### config.mk
export PLATFORM = sky130hd
export DESIGN_NAME = tester_ctrl_fsm_flat
export DESIGN_NICKNAME = d
export VERILOG_FILES = /design/src/rtl/tester_ctrl_fsm_if.sv /design/src/rtl/tester_ctrl_fsm.sv /design/src/flat_wrapper.sv
export SDC_FILE = /design/constraint.sdc
export NUM_CORES = 1
export LEC_CHECK = 0
export ABC_AREA = 0
export BUFFER_PORTS_ARGS = -buffer_cell sky130_fd_sc_hd__buf_4
export CAP_MARGIN = 10
export CORE_ASPECT_RATIO = 0.6
export CORE_UTILIZATION = 30
export DETAILED_ROUTE_END_ITERATION = 10
export PLACE_DENSITY = 0.53
export SYNTH_ARGS = -nofsm -noshare
export SYNTH_HDL_FRONTEND = slang
export SYNTH_SLANG_ARGS = --single-unit
### constraint.sdc
create_clock -name in_clk -period 2.7 [get_ports in_clk]
set_input_delay 0.135 -clock in_clk [delete_from_list [all_inputs] [get_ports in_clk]]
set_output_delay 0.135 -clock in_clk [all_outputs]
set_load 0.03 [all_outputs]
### src/rtl/tester_ctrl_fsm_if.sv
// Handshake/bus bundle between the tester control FSM and its surroundings
// (uart_rx/uart_tx, channel state memory, button debouncers).
// slave: the control FSM's view. master: the environment's view.
interface tester_ctrl_fsm_if #(
    parameter int unsigned DATA_W = 6,
    parameter int unsigned NUM_CH = 4
);
    localparam int unsigned ADDR_W = (NUM_CH > 1) ? $clog2(NUM_CH) : 1;

    logic              in_push_sw;
    logic [ADDR_W-1:0] in_sw_ch;
    logic              in_push_rst;
    logic              in_urx_vld;
    logic [7:0]        in_urx;
    logic [DATA_W-1:0] in_mem;
    logic              in_mem_w_rd;
    logic              in_utx_s_bs;
    logic              in_utx_s_rd;
    logic [ADDR_W-1:0] out_mem_addr;
    logic [DATA_W-1:0] out_mem;
    logic              out_mem_w_en;
    logic [7:0]        out_utx;
    logic              out_utx_s_en;
    logic              out_rst;
    logic              out_busy;
    logic              out_err;

    modport slave (
        input  in_push_sw, in_sw_ch, in_push_rst, in_urx_vld, in_urx,
               in_mem, in_mem_w_rd, in_utx_s_bs, in_utx_s_rd,
        output out_mem_addr, out_mem, out_mem_w_en, out_utx, out_utx_s_en,
               out_rst, out_busy, out_err
    );

    modport master (
        output in_push_sw, in_sw_ch, in_push_rst, in_urx_vld, in_urx,
               in_mem, in_mem_w_rd, in_utx_s_bs, in_utx_s_rd,
        input  out_mem_addr, out_mem, out_mem_w_en, out_utx, out_utx_s_en,
               out_rst, out_busy, out_err
    );
endinterface

### src/rtl/tester_ctrl_fsm.sv
// Tester control FSM: arbitrates push buttons and UART commands, drives the
// multi-channel state memory and echoes channel status over UART.
// Optional handshake timeout: define TESTER_FSM_TIMEOUT_EN.
module tester_ctrl_fsm #(
    parameter int unsigned DATA_W      = 6,
    parameter int unsigned NUM_CH      = 4,
    parameter int unsigned TIMEOUT_CYC = 1_000_000
) (
    input logic              in_clk,
    input logic              in_rst,
    tester_ctrl_fsm_if.slave bus
);
    localparam int unsigned ADDR_W = (NUM_CH > 1) ? $clog2(NUM_CH) : 1;
    localparam logic [DATA_W-1:0] MSB_MASK = DATA_W'(1) << (DATA_W - 1);

    typedef enum logic [2:0] {
        StIdle, StRxData, StRd, StWrite, StReset, StWait, StSend
    } state_e;

    state_e            state_q;
    logic [ADDR_W-1:0] addr_q;
    logic [DATA_W-1:0] mem_wdata_q;
    logic              mem_w_en_q;
    logic [7:0]        utx_q;
    logic              utx_s_en_q;
    logic              rst_q;
    logic              busy_q;
    logic              err_q;
    logic              all_q;   // all-channel dump in progress
    logic              tgl_q;   // next RD belongs to a button toggle
    logic              pend_q;  // reset request waiting for IDLE

    logic [1:0]        hdr_op;
    logic [5:0]        hdr_ch;
    logic              hdr_ch_ok;
    logic              hdr_all;
    logic              waiting;
    logic              progress;
    logic              tmo_hit;

    assign hdr_op    = bus.in_urx[7:6];
    assign hdr_ch    = bus.in_urx[5:0];
    assign hdr_ch_ok = 32'(hdr_ch) < NUM_CH;
    assign hdr_all   = (hdr_ch == 6'h3F);

    // States that block on an external handshake, and the event releasing each.
    assign waiting  = (state_q == StRxData) || (state_q == StWrite) ||
                      (state_q == StWait)   || (state_q == StSend);
    assign progress = ((state_q == StRxData) && bus.in_urx_vld)  ||
                      ((state_q == StWrite)  && bus.in_mem_w_rd) ||
                      ((state_q == StWait)   && !bus.in_utx_s_bs) ||
                      ((state_q == StSend)   && bus.in_utx_s_rd);

`ifdef TESTER_FSM_TIMEOUT_EN
    localparam int unsigned CNT_W = $clog2(TIMEOUT_CYC + 1);
    logic [CNT_W-1:0] tmo_cnt_q;

    assign tmo_hit = waiting && !progress && (tmo_cnt_q == CNT_W'(TIMEOUT_CYC - 1));

    // Count stalled cycles in a handshake state; any state change restarts it.
    always_ff @(posedge in_clk) begin
        if (in_rst || !waiting || progress || tmo_hit) begin
            tmo_cnt_q <= '0;
        end else begin
            tmo_cnt_q <= tmo_cnt_q + CNT_W'(1);
        end
    end
`else
    logic unused_tmo;
    assign unused_tmo = ^TIMEOUT_CYC;
    assign tmo_hit    = 1'b0;
`endif

    // Main controller: state, datapath registers and all registered outputs.
    always_ff @(posedge in_clk) begin
        if (in_rst) begin
            state_q     <= StIdle;
            addr_q      <= '0;
            mem_wdata_q <= '0;
            mem_w_en_q  <= 1'b0;
            utx_q       <= '0;
            utx_s_en_q  <= 1'b0;
            rst_q       <= 1'b0;
            busy_q      <= 1'b0;
            err_q       <= 1'b0;
            all_q       <= 1'b0;
            tgl_q       <= 1'b0;
            pend_q      <= 1'b0;
        end else begin
            rst_q <= 1'b0;
            err_q <= 1'b0;
            // Reset requests arriving while busy are parked until IDLE.
            if (bus.in_push_rst && (state_q != StIdle) && (state_q != StReset)) begin
                pend_q <= 1'b1;
            end
            if (tmo_hit) begin
                state_q    <= StIdle;
                busy_q     <= 1'b0;
                err_q      <= 1'b1;
                mem_w_en_q <= 1'b0;
                utx_s_en_q <= 1'b0;
                all_q      <= 1'b0;
            end else begin
                unique case (state_q)
                    StIdle: begin
                        if (pend_q) begin
                            state_q <= StReset;
                            rst_q   <= 1'b1;
                            busy_q  <= 1'b1;
                        end else if (bus.in_push_sw) begin
                            addr_q  <= bus.in_sw_ch;
                            tgl_q   <= 1'b1;
                            all_q   <= 1'b0;
                            state_q <= StRd;
                            busy_q  <= 1'b1;
                            pend_q  <= bus.in_push_rst;
                        end else if (bus.in_urx_vld && (hdr_op != 2'b00)) begin
                            if (hdr_op != 2'b11) begin
                                pend_q <= bus.in_push_rst;
                            end
                            unique case (hdr_op)
                                2'b01: begin
                                    if (hdr_all) begin
                                        addr_q  <= '0;
                                        all_q   <= 1'b1;
                                        tgl_q   <= 1'b0;
                                        state_q <= StRd;
                                        busy_q  <= 1'b1;
                                    end else if (hdr_ch_ok) begin
                                        addr_q  <= ADDR_W'(hdr_ch);
                                        all_q   <= 1'b0;
                                        tgl_q   <= 1'b0;
                                        state_q <= StRd;
                                        busy_q  <= 1'b1;
                                    end else begin
                                        err_q <= 1'b1;
                                    end
                                end
                                2'b10: begin
                                    if (hdr_ch_ok) begin
                                        addr_q  <= ADDR_W'(hdr_ch);
                                        all_q   <= 1'b0;
                                        tgl_q   <= 1'b0;
                                        state_q <= StRxData;
                                        busy_q  <= 1'b1;
                                    end else begin
                                        err_q <= 1'b1;
                                    end
                                end
                                default: begin
                                    state_q <= StReset;
                                    rst_q   <= 1'b1;
                                    busy_q  <= 1'b1;
                                end
                            endcase
                        end else if (bus.in_push_rst) begin
                            state_q <= StReset;
                            rst_q   <= 1'b1;
                            busy_q  <= 1'b1;
                        end
                    end
                    StRxData: begin
                        if (bus.in_urx_vld) begin
                            mem_wdata_q <= bus.in_urx[DATA_W-1:0];
                            mem_w_en_q  <= 1'b1;
                            state_q     <= StWrite;
                        end
                    end
                    StRd: begin
                        if (tgl_q) begin
                            mem_wdata_q <= bus.in_mem ^ MSB_MASK;
                            mem_w_en_q  <= 1'b1;
                            tgl_q       <= 1'b0;
                            state_q     <= StWrite;
                        end else begin
                            utx_q      <= 8'(bus.in_mem);
                            utx_s_en_q <= 1'b1;
                            state_q    <= StWait;
                        end
                    end
                    StWrite: begin
                        // Re-read after the write so the new value is echoed.
                        if (bus.in_mem_w_rd) begin
                            mem_w_en_q <= 1'b0;
                            state_q    <= StRd;
                        end
                    end
                    StReset: begin
                        pend_q  <= 1'b0;
                        busy_q  <= 1'b0;
                        state_q <= StIdle;
                    end
                    StWait: begin
                        if (!bus.in_utx_s_bs) begin
                            state_q <= StSend;
                        end
                    end
                    StSend: begin
                        if (bus.in_utx_s_rd) begin
                            utx_s_en_q <= 1'b0;
                            if (all_q && (32'(addr_q) < NUM_CH - 1)) begin
                                addr_q  <= addr_q + ADDR_W'(1);
                                state_q <= StRd;
                            end else begin
                                all_q   <= 1'b0;
                                busy_q  <= 1'b0;
                                state_q <= StIdle;
                            end
                        end
                    end
                    default: begin
                        state_q <= StIdle;
                        busy_q  <= 1'b0;
                    end
                endcase
            end
        end
    end

    assign bus.out_mem_addr = addr_q;
    assign bus.out_mem      = mem_wdata_q;
    assign bus.out_mem_w_en = mem_w_en_q;
    assign bus.out_utx      = utx_q;
    assign bus.out_utx_s_en = utx_s_en_q;
    assign bus.out_rst      = rst_q;
    assign bus.out_busy     = busy_q;
    assign bus.out_err      = err_q;
endmodule

### src/flat_wrapper.sv
// flat-port wrapper written by rule: the top's interface ports become plain ports
module tester_ctrl_fsm_flat 
#(
    parameter int unsigned DATA_W      = 6,
    parameter int unsigned NUM_CH      = 4,
    parameter int unsigned TIMEOUT_CYC = 1_000_000
)
  (in_clk, in_rst, bus_in_push_sw, bus_in_sw_ch, bus_in_push_rst, bus_in_urx_vld, bus_in_urx, bus_in_mem, bus_in_mem_w_rd, bus_in_utx_s_bs, bus_in_utx_s_rd, bus_out_mem_addr, bus_out_mem, bus_out_mem_w_en, bus_out_utx, bus_out_utx_s_en, bus_out_rst, bus_out_busy, bus_out_err);
  tester_ctrl_fsm_if #(.DATA_W(DATA_W), .NUM_CH(NUM_CH)) bus_i ();
  input logic in_clk;
  input logic in_rst;
  input wire logic [$bits(bus_i.in_push_sw)-1:0] bus_in_push_sw;
  input wire logic [$bits(bus_i.in_sw_ch)-1:0] bus_in_sw_ch;
  input wire logic [$bits(bus_i.in_push_rst)-1:0] bus_in_push_rst;
  input wire logic [$bits(bus_i.in_urx_vld)-1:0] bus_in_urx_vld;
  input wire logic [$bits(bus_i.in_urx)-1:0] bus_in_urx;
  input wire logic [$bits(bus_i.in_mem)-1:0] bus_in_mem;
  input wire logic [$bits(bus_i.in_mem_w_rd)-1:0] bus_in_mem_w_rd;
  input wire logic [$bits(bus_i.in_utx_s_bs)-1:0] bus_in_utx_s_bs;
  input wire logic [$bits(bus_i.in_utx_s_rd)-1:0] bus_in_utx_s_rd;
  output wire logic [$bits(bus_i.out_mem_addr)-1:0] bus_out_mem_addr;
  output wire logic [$bits(bus_i.out_mem)-1:0] bus_out_mem;
  output wire logic [$bits(bus_i.out_mem_w_en)-1:0] bus_out_mem_w_en;
  output wire logic [$bits(bus_i.out_utx)-1:0] bus_out_utx;
  output wire logic [$bits(bus_i.out_utx_s_en)-1:0] bus_out_utx_s_en;
  output wire logic [$bits(bus_i.out_rst)-1:0] bus_out_rst;
  output wire logic [$bits(bus_i.out_busy)-1:0] bus_out_busy;
  output wire logic [$bits(bus_i.out_err)-1:0] bus_out_err;
  assign bus_i.in_push_sw = bus_in_push_sw;
  assign bus_i.in_sw_ch = bus_in_sw_ch;
  assign bus_i.in_push_rst = bus_in_push_rst;
  assign bus_i.in_urx_vld = bus_in_urx_vld;
  assign bus_i.in_urx = bus_in_urx;
  assign bus_i.in_mem = bus_in_mem;
  assign bus_i.in_mem_w_rd = bus_in_mem_w_rd;
  assign bus_i.in_utx_s_bs = bus_in_utx_s_bs;
  assign bus_i.in_utx_s_rd = bus_in_utx_s_rd;
  assign bus_out_mem_addr = bus_i.out_mem_addr;
  assign bus_out_mem = bus_i.out_mem;
  assign bus_out_mem_w_en = bus_i.out_mem_w_en;
  assign bus_out_utx = bus_i.out_utx;
  assign bus_out_utx_s_en = bus_i.out_utx_s_en;
  assign bus_out_rst = bus_i.out_rst;
  assign bus_out_busy = bus_i.out_busy;
  assign bus_out_err = bus_i.out_err;
  tester_ctrl_fsm #(.DATA_W(DATA_W), .NUM_CH(NUM_CH), .TIMEOUT_CYC(TIMEOUT_CYC)) u_core (.in_clk(in_clk), .in_rst(in_rst), .bus(bus_i));
endmodule
## After elaboration in Yosys (flattened, before gate mapping)

Cells that the tools add are included.

- Bits of input ports: 24
- Word-level logic and storage cells: 142
- Flip-flop bits (word level): 25
- Output and inout bits: 21

- Bitwise operators: 5
- Muxes and demuxes: 72
- Equal/unequal tests: 25
- Reduce and logical (&&, ||, !) cells: 25
- Magnitude comparators: 2
- Add/subtract/negate cells: 1

Operators with widths:

| operator | number |
|---|---|
| two-way mux 3 bit | 12 |
| two-way mux 1 bit | 35 |
| != test 2 bit (second input constant) | 9 |
| one-hot mux 3 bit (6 select lines) | 1 |
| two-way mux 2 bit | 8 |
| one-hot mux 1 bit (2 select lines) | 8 |
| two-way mux 6 bit | 2 |
| one-hot mux 6 bit (2 select lines) | 1 |
| AND reduction 4 bit | 3 |
| AND reduction 6 bit | 2 |
| nonzero test 2 bit | 5 |
| == test 3 bit (second input constant) | 3 |
| one-hot mux 2 bit (2 select lines) | 2 |
| != test 7 x 4 -> 1 bit (second input constant) | 1 |
| AND reduction 7 bit | 1 |
| == test 3 x 2 -> 1 bit (second input constant) | 2 |
| == test 6 bit (second input constant) | 1 |
| less-than comparator 6 x 3 -> 1 bit (second input constant) | 1 |
| != test 6 x 4 -> 1 bit (second input constant) | 1 |
| one-hot mux 1 bit (3 select lines) | 2 |
| one-hot mux 3 bit (2 select lines) | 1 |
| AND reduction 3 bit | 2 |
| nonzero test 3 bit | 2 |
| != test 5 x 3 -> 1 bit (second input constant) | 1 |
| 16 further kinds | 24 |

## Longest topological paths before layout

Gate-level depths: netlist of the first run.

- Word-level depth: 9
- Depth in mapped cells: 7

## Worst setup path before layout of the first run

No wires, ideal clock.

- Kind: register -> register
- Start point: register u_core.state_q[2]
- End point: register u_core.state_q[0]
- Arrival time: 1.523 ns
- Stages on the path, launching flop included: 6
- Period minus slack after synthesis: 1.639 ns
- Setup slack: 1.061 ns
- Cells stage by stage: dfxtp_1 nor4_4 nand3b_1 a211oi_1 nor4_1 a31o_2

- Word-level cells in the longest chain between the ends: 3
- Elaborated cells on any way between the ends: 15
- Classes of those cells: 12 x eq/ne; 1 x mux; 2 x reduce/logical

Ends and longest elaborated chain:

| element | RTL line | RTL |
|---|---|---|
| start: declaration | tester_ctrl_fsm.sv:20 | `state_e state_q;` |
| start signal: assignment | tester_ctrl_fsm.sv:77 | `state_q <= StIdle;` |
| start signal: assignment | tester_ctrl_fsm.sv:97 | `state_q <= StIdle;` |
| start signal: assignment | tester_ctrl_fsm.sv:107 | `state_q <= StReset;` |
| zero test 3 bit (tied with other cells) | tester_ctrl_fsm.sv:104 | `unique case (state_q)` |
| != test 7 x 4 -> 1 bit (no line) (tied with other cells) | n/a |  |
| AND reduction 7 bit (no line) | n/a |  |

Parallel ways exist; a longest one is shown, timed or not.
A chain may end at the register's enable or synchronous reset.

## Final worst setup path of the first run

- Start point: register u_core.state_q[1]
- End point: register u_core.state_q[2]

The elaborated chain is that of the path after synthesis.

==> results of run 1 <==
[per-stage QoR]
stage / area, µm² / worst slack, ps / power [mW] / utilization, % / hold WS (ps)
floorplan: 1543 / 1061 / 1.250 / - / 214.3
finish: 1927 / 639.2 / 1.728 / 40.53 / 119.1
detailed placement: 1882 / 667.9 / 1.494 / 39.58 / 411.8
CTS: 1927 / 663.2 / 1.725 / 40.53 / 118.0
global route: 1927 / 460.4 / 1.853 / 40.53 / 114.1
global placement: 1882 / 755.8 / 1.506 / 39.58 / 409.2
[registers in the layout, indices dropped and copies added, names as in the netlist]
register and count:
u_core.bus.out_mem 6, u_core.bus.out_utx 6, u_core.state_q 3, u_core.bus.out_mem_addr 2
u_core.all_q 1, u_core.bus.out_busy 1, u_core.bus.out_err 1, u_core.bus.out_mem_w_en 1
u_core.bus.out_rst 1, u_core.bus.out_utx_s_en 1, u_core.pend_q 1, u_core.tgl_q 1
[logic make-up after synthesis]
group | after synthesis
AOI/OAI and AO/OA | 58
adders and majority gates | 6
buffers and inverters | 19
DFF | 25
muxes | 10
other | 1
and+or+nand+nor | 69
[worst min-delay path by stage]
| stage | start | end | slack [ps] | depth (start not counted) |
|---|---|---|---|---|
| after global routing | bus_in_mem[2] | u_core.bus.out_utx[2] | 110 | 3 |
| after detailed placement | bus_in_mem[5] | u_core.bus.out_utx[5] | 410 | 3 |
| after CTS | bus_in_mem[5] | u_core.bus.out_utx[5] | 120 | 3 |
| final | bus_in_mem[5] | u_core.bus.out_utx[5] | 120 | 3 |
| after floorplan | in_rst | u_core.pend_q | 210 | 1 |
| after global placement | bus_in_mem[2] | u_core.bus.out_utx[2] | 410 | 3 |
[final cells by class]
class	instances	area, µm²
Fill cell	517	2828
Timing Repair Buffer	44	330.3
Inverter	7	26.28
Multi-Input combinational cell	145	945.9
Tap cell	63	78.83
Clock buffer	4	45.04
Sequential cell	25	500.5
[power groups by stage]
stage | logic (mW) | clock network (mW) | registers [mW]
floorplan | 0.553 | 0 | 0.696
global placement | 0.892 | 0 | 0.614
detailed placement | 0.880 | 0 | 0.614
CTS | 0.883 | 0.237 | 0.606
global route | 0.968 | 0.257 | 0.628
finish | 0.888 | 0.231 | 0.609
[synth_stat cells, types with 3 or more instances]
cell type | n | area, µm²
ha_1 | 6 | 75.07
a21oi_1 | 18 | 90.09
inv_1 | 7 | 26.28
nor3_1 | 3 | 15.01
o21ai_0 | 8 | 40.04
o21a_1 | 3 | 22.52
clkbuf_1 | 5 | 18.77
nor2_1 | 20 | 75.07
buf_4 | 4 | 30.03
nand2_1 | 21 | 78.83
mux2i_1 | 9 | 90.09
o211ai_1 | 3 | 22.52
a211oi_1 | 10 | 75.07
dfxtp_1 | 25 | 500.5
or3_1 | 3 | 18.77
[layer usage]
metal,GRT usage (%),vias up
met4,1.948,0
met5,0,-
met1,26.29,668
li1,-,750
met3,3.600,2
met2,21.74,54
[tightest hold or removal path, stage by stage]
cell	delay, ps
buf_4	110
nand2_1	50
a21oi_1	50
==> out/metrics.yaml, run 1 <==
grt:
  grt_max_degree: 25
  grt_pass1_vias: 1296
  grt_pass1_wl_mm: 6.686
  grt_overflow: 0
  antenna_found_initial: 0
  grtUsageTotal_pct: 16.22
sta:
  drv_slew: 0
  fmax_ghz: 0.4853
  clock_skew_ps: 4.944
  finalCriticalPeriod_ps: 2061
  tightest_slew_ps: 659.7
  hold_viol: 0
  finalSetupViolations: 0
  slew_headroom_pct: 55.68
  fin_crit_sh_pct: 76.32
  tns_ps: 0
  rsz0062_at_grt: "no"
synth:
  synth_area_um2: 1539
  synth-edff-count: 0
  synth_area_per_cell_um2: 8.186
  synth_cell_type_count: 47
  synth_top_family_by_area: "compound AO/OA/AOI/OAI gates"
  synth_warnings: 0
  yosys.area_share.simple_pct: 24.15
  synth_xor_area_share_pct: 0
  synthFlopType: "dfxtp_1"
  syn_inst: 188
  yosys.area_share.adder_pct: 4.878
  async_flop_share_pct: 0
  synthMuxAreaShare_pct: 6.585
  ys_seq_area_share_pct: 32.52
  synth_compound_area_share_pct: 25.37
  synth.ff_latch_count: 25
setup_path:
  r2r-start: "u_core.state_q[1]"
  crit_path_frequent_cell: "a21oi_1"
  r2r_cells: 5
  path_cells: "or3b_1 > nor2_4 > a21oi_1 > a211o_1 > a21oi_1"
  slowest_stage: "dfxtp_1"
  crit_arrival_ps: 2270
  cp-endpoint: "u_core.state_q[2]"
  crit_start: "u_core.state_q[1]"
  required_ps: 2910
  r2r_end: "u_core.state_q[2]"
  crit_cells: 5
  r2r_slack_ps: 640
  worstSetupPathType: "flop to flop"
  endpoint_kind: "flop"
  cp_max_fo: 15
  slowest_delay_ps: 630
  worst-path-buf-inv: 0
  worstSetupStartpointType: "flop"
  cpLargestDelayFamily: "simple AND/OR/NAND/NOR gates"
drt:
  drc_errors: 0
  drtIter0Drc: 110
  route.met3.wl_um: 278
  drt-met1-wl_mm: 2.345
  ant_nets: 0
  finalWirelength_mm: 4.249
  top_layer_used: "met4"
  first_pass_iters: 4
  vias_per_cell: 5.118
  route.met2.wl_mm: 1.615
  wl_per_cell_um: 14.75
  dr_total_vias: 1474
placement:
  dp_cells: 284
  gp_congestion: 0.8498
  port_buffers: 42
  dp_hpwl_mm: 3.299
power_and_ir_drop:
  power_switching_mw: 0.7728
  p_int_mw: 0.9550
  leakage_nw: 0.8223
  swShare_pct: 44.73
  pwr-share-clk_pct: 13.3
  ir_drop_mv: 0.4353
  pwr-share-comb_pct: 51.4
  seqPwrFrac_pct: 35.3
  powerDensity_nw_per_um2: 896.7
hold_path:
  hold_path.class: "primary input to flop"
finish:
  mostFrequentLayoutCells: "buf_4 (44), dfxtp_1 (25), nand2_1 (21)"
  final_nets: 256
  fin_cells: 288
  final_common_cell: "buf_4"
  area_growth_pct: 25.20
  drive_gt1_share_pct: 24.00
  num_antenna_cells: 0
clocking:
  cts_resized: 0
  clock_latency_ps: 270
  ctsHtreeMaxLevel: 1
  clock-root-buffer: "clkbuf_8"
  cts.sink_count: 25
  cts_made_buffers: 3
  cts_tree: "built"
  clockBufferDepth: 2
  clkSlewWorstSetupHoldPaths_ps: 90
  hold_buffers: 0
  post-cts-setup-buffers: 0
die:
  start_util_pct: 32.37
  die_h_um: 57.48
  core_um2: 4755
  num_rows: 19
  fp.dieArea_um2: 5430
  io_pins: 45
  die_w_um: 94.47
run_status:
  run_status: "finished clean"
run:
  cap_violations: 0
(Power assumes the default switching activity.)
==> run 2, diff against run 1 <==
--- a/config.mk
+++ b/config.mk
@@ -11,7 +11,7 @@
 export CORE_ASPECT_RATIO = 0.6
 export CORE_UTILIZATION = 30
 export DETAILED_ROUTE_END_ITERATION = 10
-export PLACE_DENSITY = 0.53
+export PLACE_DENSITY = 0.55
 export SYNTH_ARGS = -nofsm -noshare
 export SYNTH_HDL_FRONTEND = slang
 export SYNTH_SLANG_ARGS = --single-unit
==> constraint.sdc (replaced) <==
create_clock -name in_clk -period 1.7 [get_ports in_clk]
set_input_delay 0.085 -clock in_clk [delete_from_list [all_inputs] [get_ports in_clk]]
set_output_delay 0.085 -clock in_clk [all_outputs]
set_load 0.03 [all_outputs]
==> run 2 against run 1 <==
Clock skew rose by 0.67 ps. Count of clock-buffer cells in the layout fell by 1. Flip-flop and latch count did not move. Sequential share of layout area fell by 2.5 points. Critical path depth rose by 2. Non-clock buffer count rose by 26. Sequential power rose by 48%. Design area rose by 12%. Critical path type unchanged. Critical endpoint is now u_core.state_q[0]. Largest power group unchanged.
==> out/metrics.yaml, run 2 (same netlist as run 1, synthesis figures left out) <==
power_and_ir_drop:
  power_switching_mw: 1.338
  leakage_nw: 0.9605
  pwr-share-comb_pct: 58.9
  seqPwrFrac_pct: 28.9
  powerDensity_nw_per_um2: 1446
  pwr-share-clk_pct: 12.3
  p_total_mw: 3.127
  p_int_mw: 1.789
  ir_drop_mv: 0.6128
  swShare_pct: 42.80
hold_path:
  hold_path.class: "primary input to flop"
  hold_start: "bus_in_mem[2]"
grt:
  grt_pass1_wl_mm: 6.886
  grtUsageTotal_pct: 16.67
  grt_pass1_vias: 1359
  grt_max_degree: 25
  antenna_found_initial: 0
  grt_overflow: 0
clocking:
  cts.sink_count: 25
  cts_made_buffers: 3
  cts_tree: "built"
  clkSlewWorstSetupHoldPaths_ps: 100
  clock-root-buffer: "clkbuf_8"
  clockBufferDepth: 2
  clock_latency_ps: 280
  ctsHtreeMaxLevel: 1
  hold_buffers: 0
drt:
  ant_nets: 0
  vias_per_cell: 4.984
  drtIter0Drc: 58
  finalWirelength_mm: 4.466
  dr_total_vias: 1565
  first_pass_iters: 4
  wl_per_cell_um: 14.22
  drc_errors: 0
die:
  core_um2: 4755
  io_pins: 45
  num_rows: 19
  die_h_um: 57.48
  die_w_um: 94.47
  start_util_pct: 32.37
  fp.dieArea_um2: 5430
sta:
  fin_crit_sh_pct: 99.87
  clock_skew_ps: 5.610
  drv_slew: 0
  rsz0062_at_grt: "yes"
  tns_ps: 0
  finalSetupViolations: 0
  hold_viol: 0
  finalCriticalPeriod_ps: 1698
  fmax_ghz: 0.5890
setup_path:
  endpoint_kind: "flop"
  worstSetupPathType: "flop to flop"
  cp_max_fo: 6
  crit_arrival_ps: 1870
  r2r-start: "u_core.state_q[1]"
  crit_start: "u_core.state_q[1]"
  worstSetupStartpointType: "flop"
  required_ps: 1880
run:
  cap_violations: 0
finish:
  num_antenna_cells: 0
  final_nets: 282
  area_growth_pct: 40.49
  final_common_cell: "buf_4"
  mostFrequentLayoutCells: "buf_4 (68), dfxtp_1 (22), nand2_1 (21)"
  drive_gt1_share_pct: 35.86
run_status:
  run_status: "finished clean"
placement:
  dp_hpwl_mm: 3.523
  gp_congestion: 0.8683
  port_buffers: 42
==> run 2: worst paths after layout <==
check | to | slack [ps] | cells past startpoint
worst min register to register | u_core.bus.out_utx[0] | 460 | 2
worst max register to register | u_core.state_q[0] | 2 | 7
worst max-delay path | u_core.state_q[0] | 2 | 7
worst min-delay path | u_core.bus.out_utx[2] | 60 | 3
==> run 2: layer usage <==
layer | vias up | global-route usage (%) | part of all wire, %
li1 | 795 | - | -
met1 | 734 | 27.45 | 56
met2 | 34 | 21.43 | 39
met3 | 2 | 4.267 | 4.5
met4 | 0 | 1.948 | 0.38
met5 | - | 0 | 0
==> run 2: timing repair <==
item / 4_1_cts / 5_1_grt
endpoints found under the hold margin: 0 / 0
gates resized for setup: 3 / 11
pin swaps: 2 / 8
setup endpoints to repair: 4 / 5
setup buffers: 0 / 4
==> run 2: through the flow <==
step,hold slack [ps],cells,util [%],worst slack (ps),area (µm²)
global placement,350.9,306,43.05,-37.13,2047
CTS,50.55,310,44.16,31.67,2100
floorplan,164.3,189,-,61.06,1543
global route,52.40,314,45.47,-33.79,2162
finish,55.75,314,45.47,2.252,2162
detailed placement,353.1,306,43.05,-73.19,2047
==> run 2: critical path, cell delays in order, from the launching register on <==
cell and delay (ps):
dfxtp_4 370, buf_6 120, nor4_4 360, nand3b_1 160, a211oi_2 160, buf_4 170
nor4_2 50, a31o_2 210
==> run 2: power by group through the flow <==
stage               Sequential, mW  Combinational [mW]  Clock (mW)
finish                       0.903                1.84       0.384
global route                 0.927                1.98       0.413
CTS                          0.906                1.74       0.390
detailed placement           0.915                1.73           0
global placement             0.913                1.75           0
floorplan                     1.11               0.879           0
==> run 2: area by class of cell <==
class	count	area (µm²)
timing repair buffer	70	526.8
clock inverter	1	7.507
inverter	7	26.28
tap	63	78.83
multi-input combinational	145	974.7
fill	493	2592
sequential	25	506.7
clock buffer	3	41.29
==> run 3, diff against run 2 <==
--- a/config.mk
+++ b/config.mk
@@ -5,13 +5,13 @@
 export SDC_FILE = /design/constraint.sdc
 export NUM_CORES = 1
 export LEC_CHECK = 0
-export ABC_AREA = 0
+export ABC_AREA = 1
 export BUFFER_PORTS_ARGS = -buffer_cell sky130_fd_sc_hd__buf_4
 export CAP_MARGIN = 10
 export CORE_ASPECT_RATIO = 0.6
 export CORE_UTILIZATION = 30
 export DETAILED_ROUTE_END_ITERATION = 10
-export PLACE_DENSITY = 0.55
+export PLACE_DENSITY = 0.54
 export SYNTH_ARGS = -nofsm -noshare
 export SYNTH_HDL_FRONTEND = slang
 export SYNTH_SLANG_ARGS = --single-unit
==> run 3 against run 2 <==
Global-route usage shrank 0.17 points. Hold slack gained 1.5 ps. Worst setup slack gained 180 ps. First-iteration DRC count grew 60%. Register-to-register slack gained 180 ps. Synthesized cell count grew 36%. Synthesized area grew 9.8%. Die area grew 9.5%. Design area shrank 3.4%. Combinational power grew 5%. Wire length grew 2.9%. Critical path type unchanged.
==> out/metrics.yaml, run 3 <==
placement:
  dp_hpwl_mm: 3.699
  placed_area_um2: 2038
  dp_cells: 358
  port_buffers: 42
  gp_congestion: 0.8851
  dp_slack_ps: 130.8
sta:
  whs_ps: 57.28
  fin_crit_sh_pct: 89.53
  tns_ps: 0
  finalSetupViolations: 0
  finalCriticalPeriod_ps: 1522
  fmax_ghz: 0.6570
  hold_viol: 0
  worst_slack_ps: 178.0
  rsz0062_at_grt: "no"
  drv_slew: 0
  clock_skew_ps: 9.262
clocking:
  cts.sink_count: 25
  clockBufferDepth: 2
  clock_latency_ps: 280
  clock-root-buffer: "clkbuf_8"
  clkSlewWorstSetupHoldPaths_ps: 100
  post-cts-setup-buffers: 0
  ctsHtreeMaxLevel: 1
  cts_made_buffers: 3
  hold_buffers: 0
  cts_tree: "built"
finish:
  final_common_cell: "nand2_1"
  num_antenna_cells: 0
  final_nets: 327
  design_area_um2: 2088
  fin_cells: 362
  final_util_pct: 39.93
  area_growth_pct: 23.63
  mostFrequentLayoutCells: "nand2_1 (59), buf_4 (44), inv_1 (34), nor2_1 (34), dfxtp_1 (24)"
  drive_gt1_share_pct: 25.00
die:
  die_h_um: 60.13
  fp.dieArea_um2: 5945
  num_rows: 20
  io_pins: 45
  start_util_pct: 32.30
  die_w_um: 98.87
  core_um2: 5230
grt:
  grt_overflow: 0
  grt_pass1_vias: 1525
  grt_pass1_wl_mm: 7.493
  antenna_found_initial: 0
  grtUsageTotal_pct: 16.50
  grt_max_degree: 16
synth:
  async_flop_share_pct: 0
  synth_area_per_cell_um2: 6.624
  synth-edff-count: 0
  synth.ff_latch_count: 25
  synth_cell_type_count: 34
  yosysMostFrequentCell: "nand2_1"
  synthFlopType: "dfxtp_1"
  synthTopCellsByArea: "dfxtp_1 (30%), nand2_1 (13%), inv_1 (7.6%)"
  yosys-top-cells-count: "nand2_1 (59), inv_1 (34), nor2_1 (34)"
  synth_top_area_cell: "dfxtp_1"
  synth_area_um2: 1689
  synth_warnings: 0
  ys_seq_area_share_pct: 29.63
  syn_inst: 255
  synth_top_area_share_pct: 29.63
setup_path:
  slowest_delay_ps: 430
  worstSetupPathType: "flop to flop"
  cpLargestDelayFamily: "simple AND/OR/NAND/NOR gates"
  crit_path_frequent_cell: "nand2_1"
  cp_max_fo: 9
  crit_arrival_ps: 1700
  path_cells: "nor2_4 > nand2_4 > nor2_1 > nand2_1 > nand2_1 > nand2_2 > nand2_1 > nand2_1 > nand2_1 > nor2_1"
  worstSetupStartpointType: "flop"
  endpoint_kind: "flop"
  required_ps: 1880
  slowest_stage: "dfxtp_1"
  worst-path-buf-inv: 0
drt:
  finalWirelength_mm: 4.594
  drc_errors: 0
  dr_total_vias: 1702
  ant_nets: 0
  wl_per_cell_um: 12.69
  first_pass_iters: 4
  drtIter0Drc: 93
  vias_per_cell: 4.702
power_and_ir_drop:
  p_total_mw: 3.283
  p_int_mw: 1.643
  leakage_nw: 1.054
  pwr-share-comb_pct: 58.8
  ir_drop_mv: 0.7003
  seqPwrFrac_pct: 29.8
  power_switching_mw: 1.640
  swShare_pct: 49.95
  pwr-share-clk_pct: 11.4
  powerDensity_nw_per_um2: 1572
run:
  cap_violations: 0
hold_path:
  hold_path.class: "primary input to flop"
run_status:
  run_status: "finished clean"
## run 3: changes by cell type in the layout (fill, tap and decap cells not counted), moves of 6 or more
| cell | before | now |
|---|---|---|
| a211oi_1 | 9 | 3 |
| buf_4 | 68 | 44 |
| inv_1 | 7 | 34 |
| mux2i_1 | 9 | 0 |
| nand2_1 | 21 | 59 |
| nand3_1 | 1 | 10 |
| nor2_1 | 20 | 34 |
| o21ai_1 | 2 | 8 |
## run 3: path summary, 6_finish.rpt
path | from | endpoint | slack (ps) | cells past startpoint
setup / recovery | u_core.state_q[0] | u_core.state_q[0] | 180 | 10
hold / removal | in_rst | u_core.bus.out_mem_w_en | 60 | 2
hold reg to reg | u_core.bus.out_mem[5] | u_core.bus.out_mem[5] | 460 | 2
setup reg to reg | u_core.state_q[0] | u_core.state_q[0] | 180 | 10
## run 3: timing repair
| action | in CTS | in global routing |
|---|---|---|
| hold endpoints to repair | 0 | 0 |
| gates resized for setup | 0 | 2 |
| endpoints found under the setup margin | 0 | 4 |
## run 3: routing by layer
layer	track usage (%)	wire, µm	share of wire [%]	up-vias
li1	-	-	-	896
met5	0	0	0	-
met4	1.279	15	0.33	0
met1	25.44	2524	55	752
met3	3.860	346	7.5	2
met2	23.58	1708	37	52
## run 3: cell families (layout without fill, tap and decap cells)
logic type	Yosys count	after routing	share of synthesized area, %
other cells	1	2	0.2220
flops	25	25	29.63
compound gates	47	47	15.85
buf+inv	46	86	12.74
fa+ha+maj	6	6	4.444
simple gates	130	130	37.11
## run 3: cell type report
| cell class | count | area (µm²) |
|---|---|---|
| fill | 576 | 3142 |
| multi-input combinational | 185 | 977.2 |
| sequential | 25 | 501.7 |
| timing repair buffer | 44 | 330.3 |
| inverter | 38 | 147.6 |
| tap | 66 | 82.58 |
| clock buffer | 3 | 41.29 |
| clock inverter | 1 | 7.507 |
## run 3: worst register-to-register path, stage by stage (launching register included)
cell,delay (ps)
dfxtp_1,430
nor2_4,180
nand2_4,100
nor2_1,150
nand2_1,120
nand2_1,100
nand2_2,100
nand2_1,110
nand2_1,50
nand2_1,60
nor2_1,40
## run 3: power groups by stage
| stage | clock network [mW] | logic (mW) | registers [mW] |
|---|---|---|---|
| final | 0.373 | 1.93 | 0.979 |
| after global routing | 0.420 | 2.16 | 1.01 |
| after CTS | 0.395 | 1.93 | 0.978 |
| after detailed placement | 0 | 1.92 | 0.989 |
| after global placement | 0 | 1.93 | 0.991 |
| after floorplan | 0 | 1.25 | 1.19 |
